===== config.mk =====
export PLATFORM = sky130hd
export DESIGN_NAME = coriolis_stream_ctrl
export DESIGN_NICKNAME = d
export VERILOG_FILES = /design/src/rtl/coriolis_ctrl_pkg.sv /design/src/rtl/coriolis_credit_cnt.sv /design/src/rtl/coriolis_stream_ctrl.sv
export SDC_FILE = /design/constraint.sdc
export NUM_CORES = 1
export LEC_CHECK = 0
export ABC_CLOCK_PERIOD_IN_PS = 4700
export BUFFER_PORTS_ARGS = -buffer_cell sky130_fd_sc_hd__buf_2
export CAP_MARGIN = 20
export CORE_AREA = 2 2 137 139
export DETAILED_ROUTE_END_ITERATION = 6
export DIE_AREA = 0 0 139 141
export GPL_ROUTABILITY_DRIVEN = 0
export PLACE_DENSITY = 0.67
export SLEW_MARGIN = 20
export SYNTH_ARGS = -nofsm -noshare
export SYNTH_HDL_FRONTEND = slang
export SYNTH_HIERARCHICAL = 1
export SYNTH_SLANG_ARGS = --single-unit

===== constraint.sdc =====
create_clock -name clk -period 4.7 [get_ports clk]
set_input_delay 0.235 -clock clk [delete_from_list [all_inputs] [get_ports clk]]
set_output_delay 0.235 -clock clk [all_outputs]
set_load 0.05 [all_outputs]

===== src/rtl/coriolis_ctrl_pkg.sv =====
// Shared state encoding and default sizing for the coriolis stream controller.
package coriolis_ctrl_pkg;

    typedef enum logic [1:0] {
        IDLE  = 2'd0,
        RUN   = 2'd1,
        DRAIN = 2'd2,
        DONE  = 2'd3
    } ctrl_state_e;

    localparam int DEF_STREAMW      = 32;
    localparam int DEF_CNTW         = 16;
    localparam int DEF_MAX_INFLIGHT = 8;

endpackage


===== src/rtl/coriolis_credit_cnt.sv =====
// Up/down in-flight element counter: saturates at 0 and MAX_INFLIGHT, raises full at the cap.
module coriolis_credit_cnt
    import coriolis_ctrl_pkg::*;
#(
    parameter int CNTW         = DEF_CNTW,
    parameter int MAX_INFLIGHT = DEF_MAX_INFLIGHT
) (
    input  logic            clk,
    input  logic            rst,
    input  logic            clr,
    input  logic            inc,
    input  logic            dec,
    output logic [CNTW-1:0] count,
    output logic            full
);

    localparam logic [CNTW-1:0] MAX_CNT = CNTW'(MAX_INFLIGHT);

    assign full = (count >= MAX_CNT);

    // inc and dec together leave the count unchanged.
    always_ff @(posedge clk or negedge rst) begin
        if (!rst) begin
            count <= '0;
        end else if (clr) begin
            count <= '0;
        end else if (inc && !dec && !full) begin
            count <= count + 1'b1;
        end else if (dec && !inc && (count != '0)) begin
            count <= count - 1'b1;
        end
    end

    a_no_underflow: assert property (@(posedge clk) disable iff (!rst)
        !(dec && (count == '0)));

    a_no_overflow: assert property (@(posedge clk) disable iff (!rst)
        (count <= MAX_CNT));

endmodule


===== src/rtl/coriolis_stream_ctrl.sv =====
// Run-level controller: issues N u/v pairs into the coriolis kernel under a credit limit
// and forwards un/vn results to the sink, pulsing done after the last result.
module coriolis_stream_ctrl
    import coriolis_ctrl_pkg::*;
#(
    parameter int STREAMW      = DEF_STREAMW,
    parameter int CNTW         = DEF_CNTW,
    parameter int MAX_INFLIGHT = DEF_MAX_INFLIGHT
) (
    input  logic               clk,
    input  logic               rst,
    input  logic               start,
    input  logic [CNTW-1:0]    n_items,
    output logic               busy,
    output logic               done,
    output logic [CNTW-1:0]    in_count,
    output logic [CNTW-1:0]    out_count,
    input  logic               src_valid,
    input  logic [STREAMW-1:0] src_u,
    input  logic [STREAMW-1:0] src_v,
    output logic               src_ready,
    output logic [STREAMW-1:0] k_u,
    output logic [STREAMW-1:0] k_v,
    output logic               k_ivalid_u,
    output logic               k_ivalid_v,
    input  logic               k_iready,
    input  logic [STREAMW-1:0] k_un,
    input  logic [STREAMW-1:0] k_vn,
    input  logic               k_ovalid,
    output logic               k_oready_un,
    output logic               k_oready_vn,
    output logic [STREAMW-1:0] snk_un,
    output logic [STREAMW-1:0] snk_vn,
    output logic               snk_valid,
    input  logic               snk_ready,
    output ctrl_state_e        dbg_state,
    output logic [CNTW-1:0]    dbg_inflight,
    output logic [CNTW-1:0]    dbg_n_reg
);

    ctrl_state_e     state, next_state;
    logic [CNTW-1:0] n_reg;
    logic [CNTW-1:0] inflight;
    logic            credit_full;
    logic            job_start;
    logic            run_st;
    logic            active_st;
    logic            in_room;
    logic            in_last;
    logic            out_last;
    logic            offer;
    logic            issue;
    logic            deliver;

    assign job_start = (state == IDLE) && start;
    assign run_st    = (state == RUN);
    assign active_st = (state == RUN) || (state == DRAIN);

    assign in_room  = (in_count < n_reg);
    assign in_last  = (in_count == (n_reg - 1'b1));
    assign out_last = (out_count == (n_reg - 1'b1));

    // Handshakes: a transfer happens on a cycle where valid and ready are both high.
    // valid never depends on ready; src_ready is the kernel-side transfer itself, so
    // source and kernel see the same beat and the controller adds no latency.
    assign offer   = run_st && src_valid && in_room && !credit_full;
    assign issue   = offer && k_iready;
    assign deliver = active_st && k_ovalid && snk_ready;

    assign k_u        = src_u;
    assign k_v        = src_v;
    assign k_ivalid_u = offer;
    assign k_ivalid_v = offer;
    assign src_ready  = issue;

    assign k_oready_un = active_st && snk_ready;
    assign k_oready_vn = active_st && snk_ready;
    assign snk_valid   = active_st && k_ovalid;
    assign snk_un      = k_un;
    assign snk_vn      = k_vn;

    assign busy = active_st;
    assign done = (state == DONE);

    always_ff @(posedge clk or negedge rst) begin
        if (!rst) begin
            state <= IDLE;
        end else begin
            state <= next_state;
        end
    end

    always_comb begin
        next_state = state;
        case (state)
            IDLE: begin
                if (start) begin
                    next_state = (n_items == '0) ? DONE : RUN;
                end
            end
            RUN: begin
                if (issue && in_last) begin
                    next_state = DRAIN;
                end
            end
            DRAIN: begin
                if (deliver && out_last) begin
                    next_state = DONE;
                end
            end
            DONE: begin
                next_state = IDLE;
            end
            default: begin
                next_state = IDLE;
            end
        endcase
    end

    // Counts hold after DONE so software can read them until the next start.
    always_ff @(posedge clk or negedge rst) begin
        if (!rst) begin
            n_reg     <= '0;
            in_count  <= '0;
            out_count <= '0;
        end else if (job_start) begin
            n_reg     <= n_items;
            in_count  <= '0;
            out_count <= '0;
        end else begin
            if (issue) begin
                in_count <= in_count + 1'b1;
            end
            if (deliver) begin
                out_count <= out_count + 1'b1;
            end
        end
    end

    coriolis_credit_cnt #(
        .CNTW         (CNTW),
        .MAX_INFLIGHT (MAX_INFLIGHT)
    ) u_credit (
        .clk   (clk),
        .rst   (rst),
        .clr   (job_start),
        .inc   (issue),
        .dec   (deliver),
        .count (inflight),
        .full  (credit_full)
    );

    assign dbg_state    = state;
    assign dbg_inflight = inflight;
    assign dbg_n_reg    = n_reg;

endmodule


* Yosys cells after proc, flatten, opt, wreduce, memory -nomap -nowiden
Cells that the tools add are included.
** Storage, ports and cells
- Bits in registers :: 66
- Logic and storage cells :: 57
** Operators by class
- Add/sub/neg operators :: 5
- Order comparisons :: 2
- Eq/ne operators :: 8
- Mux-type cells :: 12
- Reductions and logical operators :: 25
** Operators by type and width (number)
- two-way mux 16 bit :: 7
- adder 16 x 1 -> 16 bit (second input constant) :: 3
- equality test 16 bit :: 2
- subtractor 16 x 1 -> 16 bit (second input constant) :: 2
- >= comparator 16 x 4 -> 1 bit (second input constant) :: 1
- logical NOT 16 bit :: 1
- < comparator 16 bit :: 1
- nonzero test 16 bit :: 1
- logical AND 1 bit :: 14
- two-way mux 2 bit :: 4
- one-hot mux 2 bit (4 select lines) :: 1
- equality test 2 bit (second input constant) :: 2
- inequality test 2 x 1 -> 1 bit (second input constant) :: 2
- nonzero test 2 bit :: 2
- logical NOT 1 bit :: 3
- AND reduction 3 bit :: 1
- nonzero test 3 bit :: 1
- equality test 2 x 1 -> 1 bit (second input constant) :: 1
- logical NOT 2 bit :: 1
- inequality test 2 bit (second input constant) :: 1
- logical OR 1 bit :: 1

* Depth between registers and ports, before layout
- Depth after elaboration :: 11
- Depth in mapped cells :: 20

* By module
The synthesis kept the hierarchy.
** By module, submodules not included
- coriolis_stream_ctrl :: cells each 571, instances 1, area each 4699.5 um2
- coriolis_credit_cnt :: cells each 173, instances 1, area each 1461.4 um2

* Least setup slack after synthesis
OpenSTA, ideal clock, no wires.
- Path kind :: register to register
- Start :: register n_reg[13] (netlist: dbg_n_reg[13])
- End :: register u_credit.count[15]
- Library setup time :: 0.104 ns
- Buffers on the path :: 3
- Period minus slack after synthesis :: 5.399 ns
- Cell stages (with the launch flop) :: 20
- Required time :: 4.596 ns
- Path slack :: -0.699 ns
- Data arrival time :: 5.295 ns
- Path through :: dfrtp_1 -> inv_1 -> ha_1 -> a21o_1 -> a21o_1 -> a2111oi_0 -> nand2_1 -> or2_2 -> clkbuf_1 -> inv_1 -> or3b_1 -> buf_6 -> ha_1 -> buf_2 -> a21o_1 -> a311oi_1 -> nor2_1 -> o32ai_1 -> mux2_2 -> a221oi_1
** Between the ends
- Word-level cells in the longest chain between the ends :: 8
** RTL lines
- start, declared :: RTL line coriolis_stream_ctrl.sv:42 : logic [CNTW-1:0] n_reg;
- start signal, assigned :: RTL line coriolis_stream_ctrl.sv:127 : n_reg <= n_items;
- < comparator 16 bit * :: RTL line coriolis_stream_ctrl.sv:59 : assign in_room = (in_count < n_reg);
- logical AND 1 bit * (2 in a row) :: RTL line coriolis_stream_ctrl.sv:66 : assign offer = run_st && src_valid && in_room && !credit_full;
- logical AND 1 bit * :: RTL line coriolis_stream_ctrl.sv:67 : assign issue = offer && k_iready;
- net src_ready :: RTL line coriolis_stream_ctrl.sv:21 : output logic src_ready,
- logical AND 1 bit or logical NOT 1 bit (tied branches) :: RTL line coriolis_credit_cnt.sv:27, coriolis_credit_cnt.sv:29
- logical AND 1 bit, on equally long branches :: RTL line coriolis_credit_cnt.sv:27, coriolis_credit_cnt.sv:29
- two-way mux 16 bit or logical AND 1 bit (tied branches) :: RTL line coriolis_credit_cnt.sv:27, coriolis_credit_cnt.sv:29
- two-way mux 16 bit or nonzero test 3 bit (tied branches)
- end signal, assigned :: RTL line coriolis_credit_cnt.sv:28 : count <= count + 1'b1;
- end signal, assigned :: RTL line coriolis_credit_cnt.sv:30 : count <= count - 1'b1;
- end, declared :: RTL line coriolis_credit_cnt.sv:13 : output logic [CNTW-1:0] count,
The timed path passes the listed nets; every way through them passes the cells marked *.
A chain may end at the register's enable or synchronous reset.

* Final worst setup path
- Start :: register in_count[13]
- End :: register u_credit.count[9]
** Between the ends
- Word-level cells in the longest chain between the ends :: 8
** RTL lines
- start, declared :: RTL line coriolis_stream_ctrl.sv:16 : output logic [CNTW-1:0] in_count,
- start signal, assigned :: RTL line coriolis_stream_ctrl.sv:132 : in_count <= in_count + 1'b1;
- < comparator 16 bit * :: RTL line coriolis_stream_ctrl.sv:59
- logical AND 1 bit * (2 in a row) :: RTL line coriolis_stream_ctrl.sv:66
- logical AND 1 bit * :: RTL line coriolis_stream_ctrl.sv:67
- logical AND 1 bit or logical NOT 1 bit (tied branches) :: RTL line coriolis_credit_cnt.sv:27, coriolis_credit_cnt.sv:29
- logical AND 1 bit, on equally long branches :: RTL line coriolis_credit_cnt.sv:27, coriolis_credit_cnt.sv:29
- two-way mux 16 bit or logical AND 1 bit (tied branches) :: RTL line coriolis_credit_cnt.sv:27, coriolis_credit_cnt.sv:29
- two-way mux 16 bit or nonzero test 3 bit (tied branches)
Mark *: on every way between the ends. The rest lies on a longest branch, timed or not.

==> results.md <==
- The flow ran to the end, and the final reports show no timing, DRC or antenna violations.
- The fraction of the cycle the final worst path needs is about 95%.
- The count of buffers from port buffering is 96.
- The kind of critical path is reg -> reg.
- The worst path needs 4.45 ns of the cycle, external delays included.
- The total core area is 18300 um^2.
- The static power due to leakage is 2.99 nW.
- The count of flip-flops with a built-in enable after synthesis is 0.
- The worst-skew pair later-pin latency is 0.34 ns.
- The total CTS buffers is 9.
- The most used flip-flop cell after synthesis is sky130_fd_sc_hd__dfrtp_1.
- The depth of the critical timing path with buffers and inverters included is 16.
- The number of hold violations in the final report came to 0.
- The number of nets handed over by synthesis was 936.
- Across the routed clock network, the largest skew measured is 0.00846 ns.
- The nature of the critical path startpoint is a register.
- The top achievable clock speed is 225 MHz.
- The number of global-route vias before repair was 4890.
- The library cells used most frequently in the layout, excluding fill and tap cells, are sky130_fd_sc_hd__buf_2 (96), sky130_fd_sc_hd__nand2_1 (62), sky130_fd_sc_hd__nor2_1 (56), sky130_fd_sc_hd__dfrtp_1 (56), sky130_fd_sc_hd__xnor2_1 (38).
- Clock-pin slew was measured on the worst setup and hold paths at around 0.06 ns.
- The placed wire-length estimate is ~13000 um.
- After synthesis, flip-flops and latches occupy 26.8% of the total area.
- Global routing used 16.8% of the available tracks across all layers.
- The synthesized area divided by synthesized cell count is 8.28 um^2.
- The count of synthesis-stage warnings from yosys is 6.
- The number of buffers on the longest clock path is 2.
- For this design the top-level I/O count stands at 353.
- Headroom to the max-slew limit came out at 30.0%.
- The transition time at the pin with the least slew margin is 1.04 ns.
- Grouping stages by cell kind, the critical path spends the most delay in compound AO/OA/AOI/OAI gates.
- Of all flip-flops after synthesis, the portion carrying an async set or reset was 100%.
- The filler cell count is 1898.
- The number of buffers and inverters on the critical path is 2.
- The antenna diode count is 0.
- Once the floorplan was initialized, standard cells occupied between 30% and 40% of the core.
- The library cell used most frequently in the layout, excluding fill and tap cells, is sky130_fd_sc_hd__buf_2.
- The peak fanout along the critical path is 22.
- The worst hold-check path type is in -> reg.
- The critical path data required time is between 4 and 5 ns.
- The floorplan step set the die width to between 100 and 150 um.
- The number of placed instances, taps included is 936.
- The final setup violation count is 0.
- After synthesis the netlist holds a flip-flop and latch count of 66.
- The kind of capture point of the worst setup path is a register.
- The design draws 4.13 mW.
- The worst register-to-register path has a setup slack of 0.25 ns.
- The number of different library cells used by synthesis comes to 72.
- Entering global routing, the biggest net connects 42 pins.
- The post-detailed-routing wire length is 16600 um.
- Traced cell by cell, the critical path runs through ha_1, a21o_1, a21o_1, a2111oi_2, nand2_1, or2_2, clkinvlp_4, or3b_1, buf_6, ha_1, a2111oi_1, o211ai_1, a31o_2, a21oi_1, xnor2_1, a31o_1.
- The beginning of the worst hold path is n_items[15].
- The start of the worst register-to-register path is in_count[13].
- The number of instances in the synthesized netlist is 744.
- The non-filler instance count after layout is ~960.
- The mapped netlist covers 6160 um^2.
- The slack of the critical path is ~0.25 ns.
- The endpoint identified for the worst register-to-register timing path is u_credit/count[9].
- The layout cell share with drive strength beyond 1 is 24.5%.
- The worst hold slack across all endpoints is 0.118 ns.
- The CTS tree is done.
- The slowest cell on the critical path is sky130_fd_sc_hd__a2111oi_1.
- The initial antenna violation count was 0.
- The final routed DRC violation total is 0.
- CTS placed an instance of sky130_fd_sc_hd__clkbuf_16 at the clock tree root.
- The worst slack after detailed placement is 0.118 ns.
- VDD sags by at most 0.465 mV.
- The per-cell via count in the routed design is 5.30.
- The die covers 19600 um^2.
- The height of the die is around 140 um.
- From synthesis to final layout, the design area changed by 3.94%.
- The power per cell area is 645 nW/um^2.
- The floorplan has 50 rows.
- The depth of the most critical reg-to-reg path is 16.
- After global routing the overflow that remains totals 0.
- The stage delay of the slowest cell on the critical path is 0.45 ns.
- For this design, the sink count on the clock tree is 66.
- The endpoint of the worst hold path is dbg_n_reg[15].
- The initial DRC count is between 300 and 400.
- The detailed router placed 5059 vias in this run.
- The net count reported at finish is a little over 900.
- The tool flagged a number of max-cap violations equal to 0.
- The count of final max-slew check failures is 0.
- The first global-routing pass estimated 26300 um of wire.
- The cell depth of the worst hold path is 3.
- Dividing the detail-routed wire length by the instance count gives 17.4 um.
- The first TritonRoute pass finished after 5 iterations.
- Data arrives at the worst endpoint at between 4 and 5 ns.
- Once detail routing completed, the nets flagged for antenna violations numbered 0.
- The H-tree generated during clock tree synthesis spans 3 levels.
repair_timing:
item | in CTS | in global routing
buffers inserted | 0 | 2
hold endpoints to repair | 6 | 0
hold buffers | 1 | 0
endpoints found under the setup margin | 0 | 4
resized for setup | 0 | 12
worst max path at each step:
stage / end / from / slack [ns]
after floorplan: u_credit/count[15] / dbg_n_reg[13] / 0.01
after global placement: u_credit/count[15] / in_count[13] / 0.24
after detailed placement: u_credit/count[15] / in_count[13] / 0.12
after CTS: u_credit/count[9] / in_count[13] / 0.14
after global routing: u_credit/count[9] / in_count[13] / -0.04
final: u_credit/count[9] / in_count[13] / 0.25
cell families after synthesis:
logic type	count (synthesis)	share of synthesized area, %
AND/OR/NAND/NOR	244	20.2
multiplexers	8	1.34
XOR/XNOR	66	9.38
flip-flops	66	26.8
AO/OA/AOI/OAI	127	13.7
adder cells (fa/ha/maj)	41	8.45
buffers and inverters	192	20.1
Yosys cell counts, types with 3 or more instances:
library cell | n | area, um^2
sky130_fd_sc_hd__a21o_1 | 7 | 52.6
sky130_fd_sc_hd__xnor2_1 | 38 | 333
sky130_fd_sc_hd__o21ai_0 | 34 | 170
sky130_fd_sc_hd__a21oi_1 | 32 | 160
sky130_fd_sc_hd__ha_1 | 40 | 500
sky130_fd_sc_hd__buf_2 | 3 | 15.0
sky130_fd_sc_hd__o22ai_1 | 3 | 18.8
sky130_fd_sc_hd__nor3_1 | 11 | 55.1
sky130_fd_sc_hd__nand2_1 | 62 | 233
sky130_fd_sc_hd__nor2b_1 | 5 | 31.3
sky130_fd_sc_hd__nand2b_1 | 7 | 43.8
sky130_fd_sc_hd__dfrtp_1 | 66 | 1650
sky130_fd_sc_hd__nor2_1 | 56 | 210
sky130_fd_sc_hd__inv_1 | 31 | 116
sky130_fd_sc_hd__nor4_2 | 3 | 37.5
sky130_fd_sc_hd__or3_1 | 12 | 75.1
sky130_fd_sc_hd__nand3_1 | 28 | 140
sky130_fd_sc_hd__and3_1 | 11 | 68.8
sky130_fd_sc_hd__buf_4 | 131 | 983
sky130_fd_sc_hd__o2111ai_1 | 3 | 26.3
sky130_fd_sc_hd__nand4_1 | 10 | 62.6
sky130_fd_sc_hd__clkbuf_1 | 23 | 86.3
sky130_fd_sc_hd__buf_6 | 3 | 33.8
sky130_fd_sc_hd__mux2i_1 | 6 | 60.1
sky130_fd_sc_hd__and2_1 | 7 | 43.8
sky130_fd_sc_hd__a31oi_1 | 3 | 18.8
sky130_fd_sc_hd__or4_1 | 5 | 37.5
sky130_fd_sc_hd__a211oi_1 | 6 | 45.0
sky130_fd_sc_hd__xor2_1 | 28 | 245
sky130_fd_sc_hd__nor4_1 | 12 | 75.1
sky130_fd_sc_hd__o211ai_1 | 4 | 30.0
report_power, final:
| group | switching, mW | internal [mW] | leakage [nW] |
|---|---|---|---|
| sequential | 0.164 | 0.706 | 0.866 |
| clock | 0.261 | 0.455 | 0.152 |
| combinational | 1.69 | 0.860 | 1.98 |
routing by layer:
| layer | wire [um] | GRT usage (%) | share of wire [%] | vias up |
|---|---|---|---|---|
| met5 | 0 | 0 | 0 | - |
| met4 | 231 | 4.68 | 1.4 | 0 |
| met3 | 1620 | 5.88 | 9.7 | 36 |
| met2 | 7820 | 27.7 | 47 | 230 |
| met1 | 6970 | 20.9 | 42 | 2393 |
| li1 | - | - | - | 2400 |
through the flow:
stage,area (um^2),TNS [ns],utilization (%)
6_report,6400,0,35.1
5_1_grt,6400,-0.0395,35.1
4_1_cts,6340,0,34.7
3_5_place_dp,6020,0,32.9
3_3_place_gp,6020,0,32.9
2_1_floorplan,6210,0,-
worst reg2reg max path: cells and delay by family (launching register included):
kind / cells / cell delay (ns)
flip-flops: 1 / 0.44
buffers and inverters: 2 / 0.32
AND/OR/NAND/NOR: 3 / 0.81
AO/OA/AOI/OAI: 8 / 1.97
adder cells (fa/ha/maj): 2 / 0.70
XOR/XNOR: 1 / 0.09
cell type report:
class / instances / area [um^2] / area share, %
clock buffer: 13 / 270 / 4.22
clock inverter: 3 / 46.3 / 0.723
inverter: 31 / 120 / 1.88
multi-input combinational: 486 / 3330 / 52.0
sequential: 66 / 1660 / 26.0
tap: 234 / 293 / 4.57
timing repair buffer: 122 / 682 / 10.6
(Power assumes the default switching activity.)
